File: config.mk
export PLATFORM = sky130hd
export DESIGN_NAME = ws_array_feeder
export DESIGN_NICKNAME = d
export VERILOG_FILES = /design/src/rtl/ws_array_feeder.sv
export SDC_FILE = /design/constraint.sdc
export NUM_CORES = 1
export LEC_CHECK = 0
export BUFFER_PORTS_ARGS = -buffer_cell sky130_fd_sc_hd__buf_2
export CORE_UTILIZATION = 35
export DETAILED_ROUTE_END_ITERATION = 8
export PLACE_DENSITY = 0.53
export RECOVER_POWER = 100
export SLEW_MARGIN = 40
export SYNTH_ARGS = -nofsm -noshare
export SYNTH_HDL_FRONTEND = slang
export SYNTH_SLANG_ARGS = --single-unit
File: constraint.sdc
create_clock -name clk -period 2.6 [get_ports clk]
set_input_delay 0.39 -clock clk [delete_from_list [all_inputs] [get_ports clk]]
set_output_delay 0.39 -clock clk [all_outputs]
set_load 0.02 [all_outputs]
File: src/rtl/ws_array_feeder.sv
// rtl/ws_array_feeder.sv - weight-stationary array feeder
// Buffers a weight tile, shifts it into the PE grid, then streams skewed activation vectors.
module ws_array_feeder #(
  parameter int D_W   = 8,
  parameter int ROWS  = 4,
  parameter int COLS  = 4,
  parameter int CNT_W = 16
) (
  input  logic                 clk,
  input  logic                 rst,
  input  logic                 start,
  input  logic [CNT_W-1:0]     num_vec,
  output logic                 busy,
  output logic                 done,
  input  logic                 w_valid,
  output logic                 w_ready,
  input  logic [COLS*D_W-1:0]  w_data,
  input  logic                 a_valid,
  output logic                 a_ready,
  input  logic [ROWS*D_W-1:0]  a_data,
  output logic                 weight_we,
  output logic [COLS*D_W-1:0]  top_weight,
  output logic [ROWS*D_W-1:0]  left_act,
  output logic [ROWS-1:0]      act_valid
);

  localparam int IDX_W = (ROWS > 1) ? $clog2(ROWS) : 1;

  localparam logic [2:0] S_IDLE   = 3'd0;
  localparam logic [2:0] S_WFILL  = 3'd1;
  localparam logic [2:0] S_WLOAD  = 3'd2;
  localparam logic [2:0] S_STREAM = 3'd3;
  localparam logic [2:0] S_DRAIN  = 3'd4;
  localparam logic [2:0] S_DONE   = 3'd5;

  // A single-row array has no skew to flush, so it skips DRAIN entirely.
  localparam logic [2:0]       S_FLUSH    = (ROWS > 1) ? S_DRAIN : S_DONE;
  localparam logic [IDX_W-1:0] LAST_IDX   = IDX_W'(ROWS - 1);
  localparam logic [IDX_W-1:0] DRAIN_LAST = IDX_W'((ROWS > 1) ? ROWS - 2 : 0);

  logic [2:0]          state_q, state_d;
  logic [IDX_W-1:0]    fill_q, fill_d;
  logic [IDX_W-1:0]    idx_q, idx_d;
  logic [CNT_W-1:0]    cnt_q, cnt_d;
  logic [CNT_W-1:0]    nv_q, nv_d;
  logic [COLS*D_W-1:0] tile_q [0:ROWS-1];
  logic [COLS*D_W-1:0] tile_d [0:ROWS-1];
  logic                busy_q, busy_d, done_q, done_d;
  logic                w_ready_q, w_ready_d, a_ready_q, a_ready_d;
  logic                we_q, we_d;
  logic [COLS*D_W-1:0] top_q, top_d;
  logic                w_hs, a_hs;

  assign w_hs = w_valid && w_ready_q;
  assign a_hs = a_valid && a_ready_q;

  always_comb begin
    state_d = state_q;
    fill_d  = fill_q;
    idx_d   = idx_q;
    cnt_d   = cnt_q;
    nv_d    = nv_q;
    tile_d  = tile_q;
    case (state_q)
      S_IDLE: begin
        if (start) begin
          nv_d    = num_vec;
          cnt_d   = '0;
          fill_d  = '0;
          idx_d   = '0;
          state_d = S_WFILL;
        end
      end
      S_WFILL: begin
        if (w_hs) begin
          tile_d[fill_q] = w_data;
          if (fill_q == LAST_IDX) begin
            idx_d   = '0;
            state_d = S_WLOAD;
          end else begin
            fill_d = fill_q + IDX_W'(1);
          end
        end
      end
      S_WLOAD: begin
        if (idx_q == LAST_IDX) begin
          idx_d   = '0;
          state_d = (nv_q == '0) ? S_FLUSH : S_STREAM;
        end else begin
          idx_d = idx_q + IDX_W'(1);
        end
      end
      S_STREAM: begin
        if (a_hs) begin
          cnt_d = cnt_q + CNT_W'(1);
          if (cnt_d == nv_q) state_d = S_FLUSH;
        end
      end
      S_DRAIN: begin
        if (idx_q == DRAIN_LAST) state_d = S_DONE;
        else idx_d = idx_q + IDX_W'(1);
      end
      S_DONE:  state_d = S_IDLE;
      default: state_d = S_IDLE;
    endcase

    // Status outputs are registered from the next state so they line up with it.
    busy_d    = (state_d != S_IDLE);
    done_d    = (state_d == S_DONE);
    w_ready_d = (state_d == S_WFILL);
    a_ready_d = (state_d == S_STREAM) && (cnt_d < nv_d);
    we_d      = (state_d == S_WLOAD);
    top_d     = we_d ? tile_d[LAST_IDX - idx_d] : '0;
  end

  always_ff @(posedge clk) begin
    if (rst) begin
      state_q   <= S_IDLE;
      fill_q    <= '0;
      idx_q     <= '0;
      cnt_q     <= '0;
      nv_q      <= '0;
      busy_q    <= 1'b0;
      done_q    <= 1'b0;
      w_ready_q <= 1'b0;
      a_ready_q <= 1'b0;
      we_q      <= 1'b0;
      top_q     <= '0;
      for (int k = 0; k < ROWS; k++) tile_q[k] <= '0;
    end else begin
      state_q   <= state_d;
      fill_q    <= fill_d;
      idx_q     <= idx_d;
      cnt_q     <= cnt_d;
      nv_q      <= nv_d;
      busy_q    <= busy_d;
      done_q    <= done_d;
      w_ready_q <= w_ready_d;
      a_ready_q <= a_ready_d;
      we_q      <= we_d;
      top_q     <= top_d;
      tile_q    <= tile_d;
    end
  end

  // Row r carries r+1 register stages; non-handshake cycles push zero bubbles.
  for (genvar r = 0; r < ROWS; r++) begin : g_row
    logic [D_W-1:0] pipe_q [0:r];
    logic [r:0]     vld_q;

    always_ff @(posedge clk) begin
      if (rst) begin
        for (int k = 0; k <= r; k++) pipe_q[k] <= '0;
        vld_q <= '0;
      end else begin
        pipe_q[0] <= a_hs ? a_data[r*D_W +: D_W] : '0;
        vld_q[0]  <= a_hs;
        for (int k = 1; k <= r; k++) begin
          pipe_q[k] <= pipe_q[k-1];
          vld_q[k]  <= vld_q[k-1];
        end
      end
    end

    assign left_act[r*D_W +: D_W] = pipe_q[r];
    assign act_valid[r]           = vld_q[r];
  end

  assign busy       = busy_q;
  assign done       = done_q;
  assign w_ready    = w_ready_q;
  assign a_ready    = a_ready_q;
  assign weight_we  = we_q;
  assign top_weight = top_q;

endmodule

-- After elaboration in Yosys (flattened, before gate mapping)
Memories as Yosys holds them, arrays and structs flattened.
Index checks and enable logic that the tools add are counted.
- register bits after elaboration: 214
- RAM bits: 80
- bits of input ports: 85
- output and inout bits: 73
- word-level logic and storage cells: 119
- memories kept: 4
- add/sub/neg operators: 4
- order comparisons: 4
- eq/ne operators: 15
- multiplexer cells: 50
- bitwise logic cells: 12
- reduce and logical (&&, ||, !) cells: 11
- memory list (name ; words ; width ; read ports ; clocked after memory_dff ; write ports ; line ; RTL):
    g_row[3].pipe_q ; 4 ; 8 ; 4 ; 0 ; 4 ; 148 ; logic [D_W-1:0] pipe_q [0:r];
    g_row[2].pipe_q ; 3 ; 8 ; 3 ; 0 ; 3 ; 148 ;
    g_row[1].pipe_q ; 2 ; 8 ; 2 ; 0 ; 2 ; 148 ;
    g_row[0].pipe_q ; 1 ; 8 ; 1 ; 0 ; 1 ; 148 ;
- operator list (cell ; number):
    $mux W128 ; 2
    $bwmux W128 ; 1
    $mux W8 ; 14
    $mux W32 ; 3
    $bmux W32 S2 ; 1
    $demux W32 S2 ; 1
    $mux W16 ; 4
    $pmux W16 S2 ; 1
    $mux W3 ; 8
    $add A16 B1 Y16 const B ; 1
    $eq A16 B16 Y1 ; 1
    $logic_not A16 Y1 ; 1
    $lt A16 B16 Y1 ; 1
    $mux W2 ; 8
    $pmux W3 S5 ; 1
    $eq A3 B2 Y1 const B ; 4
    $or A1 B1 Y1 ; 9
    $pmux W2 S4 ; 1
    $reduce_or A8 Y1 ; 1
    $eq A2 B2 Y1 const B ; 3
    $eq A3 B1 Y1 const B ; 2
    $eq A3 B3 Y1 const B ; 2
    $ge A3 B3 Y1 const B ; 2
    $ne A2 B2 Y1 const B ; 3
    13 further kinds ; 21

-- Logic depth before layout (Yosys ltp)
- depth in word-level cells: 11
- gate-level depth with buffers: 15
- gate-level depth less buffers: 14

-- Least setup slack after synthesis
Ideal clock, no wire load.
- path kind: flip-flop to flip-flop
- start: register state_q[0]
- end: register a_ready_q (netlist: a_ready)
- arrival: 2.727 ns
- data required time: 2.530 ns
- slack: -0.197 ns
- stages on the path, launching flop included: 12
- path buffers: 3
- clock period less this slack: 2.797 ns
- path through: dfxtp_1 -> clkbuf_1 -> nor4b_1 -> buf_2 -> buf_2 -> mux2i_1 -> ha_1 -> a21o_1 -> a21o_1 -> a2111oi_0 -> o211ai_1 -> a21oi_1
- word-level cells in the longest chain between the ends: 5
- RTL lines (item ; line ; RTL):
    from (decl) ; 41 ; logic [2:0] state_q, state_d;
    from (signal assigned) ; 131 ; state_q <= state_d;
    branches (longest 4 deep; another with $lt A16 B16 Y1) ; - ;
    $logic_and A1 B1 Y1 * ; 111 ; a_ready_d = (state_d == S_STREAM) && (cnt_d < nv_d);
    to (signal assigned) ; 139 ; a_ready_q <= a_ready_d;
    to (decl) ; 49 ; logic w_ready_q, w_ready_d, a_ready_q, a_ready_d;
Every way passes the cells marked *.
A chain may end at the register's enable or synchronous reset.

-- Final worst setup path
- start: register cnt_q[1]
- end: register a_ready_q (netlist: a_ready)
- RTL lines (item ; line ; RTL):
    from (decl) ; 44 ; logic [CNT_W-1:0] cnt_q, cnt_d;
    from (signal assigned) ; 134 ; cnt_q <= cnt_d;
    $add A16 B1 Y16 ; 95 ; cnt_d = cnt_q + CNT_W'(1);
    $mux W16 ; 94 ; if (a_hs) begin
    $pmux W16 S2 ; 64 ; case (state_q)
    named net cnt_d[12] ; 44 ;
    $lt A16 B16 Y1 ; 111 ;
    $logic_and A1 B1 Y1 ; 111 ;
The timed path passes the listed nets, and every way through them passes these cells.

==> flow_summary_export.csv <==
group,metric,value,unit
routing,detail_route.vias_per_cell,5.061,
synth,synth-async-reset-ratio,0,%
sta,relSlewSlack,-14.99,%
global_routing,use_met3,4.483,%
routing,drt-wirelength-per-cell,16.46,µm
setup_path,cp_data_required_time,3.09,ns
synth,count_of_flip_flops_with_a_built_in_enable_after_synthesis,0,
power,p_leak,5.572,nW
global_routing,met1_usage,25.26,%
floorplanning,number_of_rows_in_the_core_area,66,
floorplanning,i_o_pin_count,158,
global_routing,grt_pass1_wl,52630,µm
clocking,max-clock-path-buffers,3,
sta,timing.clock.skew,0.01583,ns
global_routing,grt_busiest_layer,"met2",
clocking,ctsRootBufferMaster,"clkbuf_16",
setup_path,critPathSlowestCell,"dfxtp_4",
setup_path,critPathCaptureType,"register",
layout,ff_latch_area,0.005778,mm²
worst_hold_path,hold_path_class,"in2reg",
setup_path,cp_max_fo,3,
setup_path,timing.reg2reg.worst_path_depth,14,
setup_path,ff2ff_setup_slack,-0.10,ns
run,timing.max_cap.violations,2,
worst_hold_path,whs_path_depth,2,
worst_hold_path,whs_endpoint,"g_row[1].pipe_q[0][4]",
floorplanning,design.die.area,0.03427,mm²
synth,ys_dominant_reg_cell,"dfxtp_1",
layout,post_layout_nonfiller_instances,2004,
setup_path,timing.critical_path.arrival,3.19,ns
routing,first_iter_violations,681,
setup_path,worstReg2RegEnd,"a_ready",
global_routing,global_route.usage.met2,31.83,%
setup_path,start_kind,"register",
global_routing,grt_usage,19.29,%
routing,vias,10140,
clocking,cts.sinks,288,
setup_path,critical-path-top-delay-family,"compound AO/OA/AOI/OAI gates",
sta,setup-violations-final,1,
synth,yosys_warnings,0,
sta,layout_min_cycle_time,2.701,ns
global_routing,overflow,0,
placement,io_buffers,157,
global_routing,grt_antenna_before_repair,4,
synth,syn_nets,1451,
power,power,9.611,mW
floorplanning,start_util,35.80,%
clocking,clock_latency,0.56,ns
sta,whs,0.02903,ns
power,power.ir.vdd_worst,533.9,µV
clocking,clock_tree.htree_level_count,1,
sta,timing.fmax,370.2,MHz
placement,gp_congestion,0.8718,
global_routing,number_of_global_route_vias_before_repair,9525,
setup_path,critical_path.most_common_cell,"a21o_1",
routing,drt.antenna.violating_nets,0,
layout,num-nets-final,1644,
setup_path,timing.rr.start,"cnt_q[1]",
clocking,clk_pin_slew,0.07,ns
floorplanning,die_height,185.1,µm
routing,drcViolationCount,0,
setup_path,critical_path.cell_chain,"buf_4, ha_4, and4_4, and3_4, nand3_2, and2_4, o21ai_2, o31ai_2, ha_1, a21o_1, a21o_1, a2111oi_4, o211ai_1, a21oi_1",
synth,mappedNetlistArea,0.01174,mm²
synth,ys_seq_elements,288,
clocking,cts_tree,"done",
placement,dp_worst_setup_slack,-0.2372,ns
routing,route.final.wire_length,32990,µm
setup_path,critPathMaxStageDelay,0.35,ns
layout,proportion_of_layout_cells_with_a_drive_suffix_above_1,19.10,%
layout,multi_input_gate_area_in_the_final_layout,0.005542,mm²
synth,netlist_instances,1343,
status,outcome,"finished with violations",
sta,final.setup.worst_slack,-0.1015,ns
setup_path,number_of_buffers_and_inverters_on_the_critical_path,1,
synth,synth_cell_types,63,
routing,drtPass1Iterations,5,
floorplanning,placeableCoreArea,0.03278,mm²
setup_path,crit_path_kind,"reg2reg",
placement,placedCellCount,1933,
sta,worst-slew-pin-transition,1.725,ns
sta,setup_repair_after_global_routing_missed_its_margin,"yes",
floorplanning,fp.dieW,185.1,µm
layout,area_growth_syn_to_layout,25.15,%
layout,nFillCells,3274,
sta,slew_violations,143,
clocking,cts_buffers,31,
synth,synthesis.area_per_instance,8.739,µm²
status,violations_in_the_final_reports,"max-capacitance violations, max-slew violations, negative setup slack",
power,cellPowerDensity,654.3,mW/mm²
global_routing,grt_max_degree,143,
placement,dp_hpwl,21380,µm
sta,final.period_utilization,103.9,%
sta,count_of_endpoints_failing_hold_in_the_final_timing_report,0,
synth,yosysSeqAreaShare,49.13,%
worst_hold_path,hold_path.startpoint,"a_data[12]",
setup_path,worst_setup_path_startpoint,"cnt_q[1]",
## where the power goes
group | internal [mW] | switching, mW
logic | 0.168 | 0.232
clock network | 2.96 | 1.77
registers | 4.44 | 0.0335
## sequential cells by signal (all words and copies together), names as in the netlist, 2 cells and up
register      count
nv_q             16
tile_q          128
cnt_q            16
g_row.pipe_q     80
fill_q            2
top_weight       32
state_q           3
g_row.vld_q       4
idx_q             2
## cells in the mapped netlist (4+ instances only)
library cell | n | area [µm²]
nand2b_1 | 4 | 25.02
clkbuf_1 | 62 | 232.7
o21ai_0 | 23 | 115.1
nand2_1 | 315 | 1182
dfxtp_1 | 288 | 5766
o31ai_1 | 7 | 52.55
a31oi_1 | 5 | 31.28
buf_2 | 32 | 160.2
a31o_1 | 31 | 271.5
nand4_1 | 11 | 68.82
nor3_1 | 6 | 30.03
nand3b_1 | 4 | 30.03
mux2i_1 | 19 | 190.2
o221ai_1 | 63 | 551.8
a21oi_1 | 143 | 715.7
o22ai_1 | 32 | 200.2
inv_1 | 6 | 22.52
a21o_1 | 12 | 90.09
or3_1 | 7 | 43.79
xor2_1 | 8 | 70.07
nor2_1 | 37 | 138.9
ha_1 | 23 | 287.8
nor2b_1 | 68 | 425.4
buf_4 | 20 | 150.1
and2_1 | 34 | 212.7
and4_1 | 5 | 43.79
nand3_1 | 11 | 55.05
xnor2_1 | 16 | 140.1
## stage by stage
stage,setup TNS (ns),area (µm²),util (%)
6_report,-0.1015,14690,44.80
5_1_grt,-0.8460,14680,44.79
4_1_cts,-0.07980,14750,45.00
3_5_place_dp,-0.2372,13480,41.11
3_3_place_gp,-0.1684,13480,41.11
2_1_floorplan,0,11800,-
## worst max-delay path by stage
stage                         end  slack [ns]  depth (start not counted)
after floorplan           a_ready       0.004                         13
after global placement    a_ready       -0.17                         11
after detailed placement  a_ready       -0.24                         11
after CTS                 a_ready       -0.08                         12
after global routing      a_ready       -0.32                         14
final                     a_ready       -0.10                         14
## cell usage in the layout, fill, tap and decap left out, drive strengths merged, types with 8 or more instances in the layout
master and n:
ha 23, nand2 316, nand3 12, mux2i 19, o21ai 27, o22ai 32, o221ai 64, and2 37
xnor2 16, buf 200, dfxtp 288, nor2b 68, clkbuf 125, a21oi 144, xor2 8, a21o 12
inv 8, nand4 11, a31o 33, nor2 37
## final cells by class
cell class              instances  share of cell area, %
diodes                          2                0.03407
clock buffers                  48                  6.397
clock inverters                 9                  1.184
inverters                       8                 0.2044
multi-input cells             930                  37.73
flip-flops and latches        288                  39.34
well taps                     442                  3.765
repair buffers                277                  11.35
## timing repair
action / CTS / global route
resized for setup: 20 / 11
setup buffers: 10 / 2
setup endpoints to repair: 1 / 7
hold buffers: 0 / 0
pin swaps: 13 / 11
## logic make-up after synthesis
family | Yosys count | share of synthesized area [%]
buf+inv | 125 | 5.000
xor+xnor | 24 | 1.791
fa+ha+maj | 23 | 2.452
simple gates | 524 | 20.84
mux | 20 | 1.716
compound gates | 339 | 19.07
flops | 288 | 49.13
## per-layer routing
layer / up-vias / share of wire (%)
li1: 5035 / -
met1: 4687 / 45
met2: 365 / 45
met3: 51 / 7.8
met4: 4 / 1.9
met5: - / 0.094
Power figures use the tool's default switching activity.
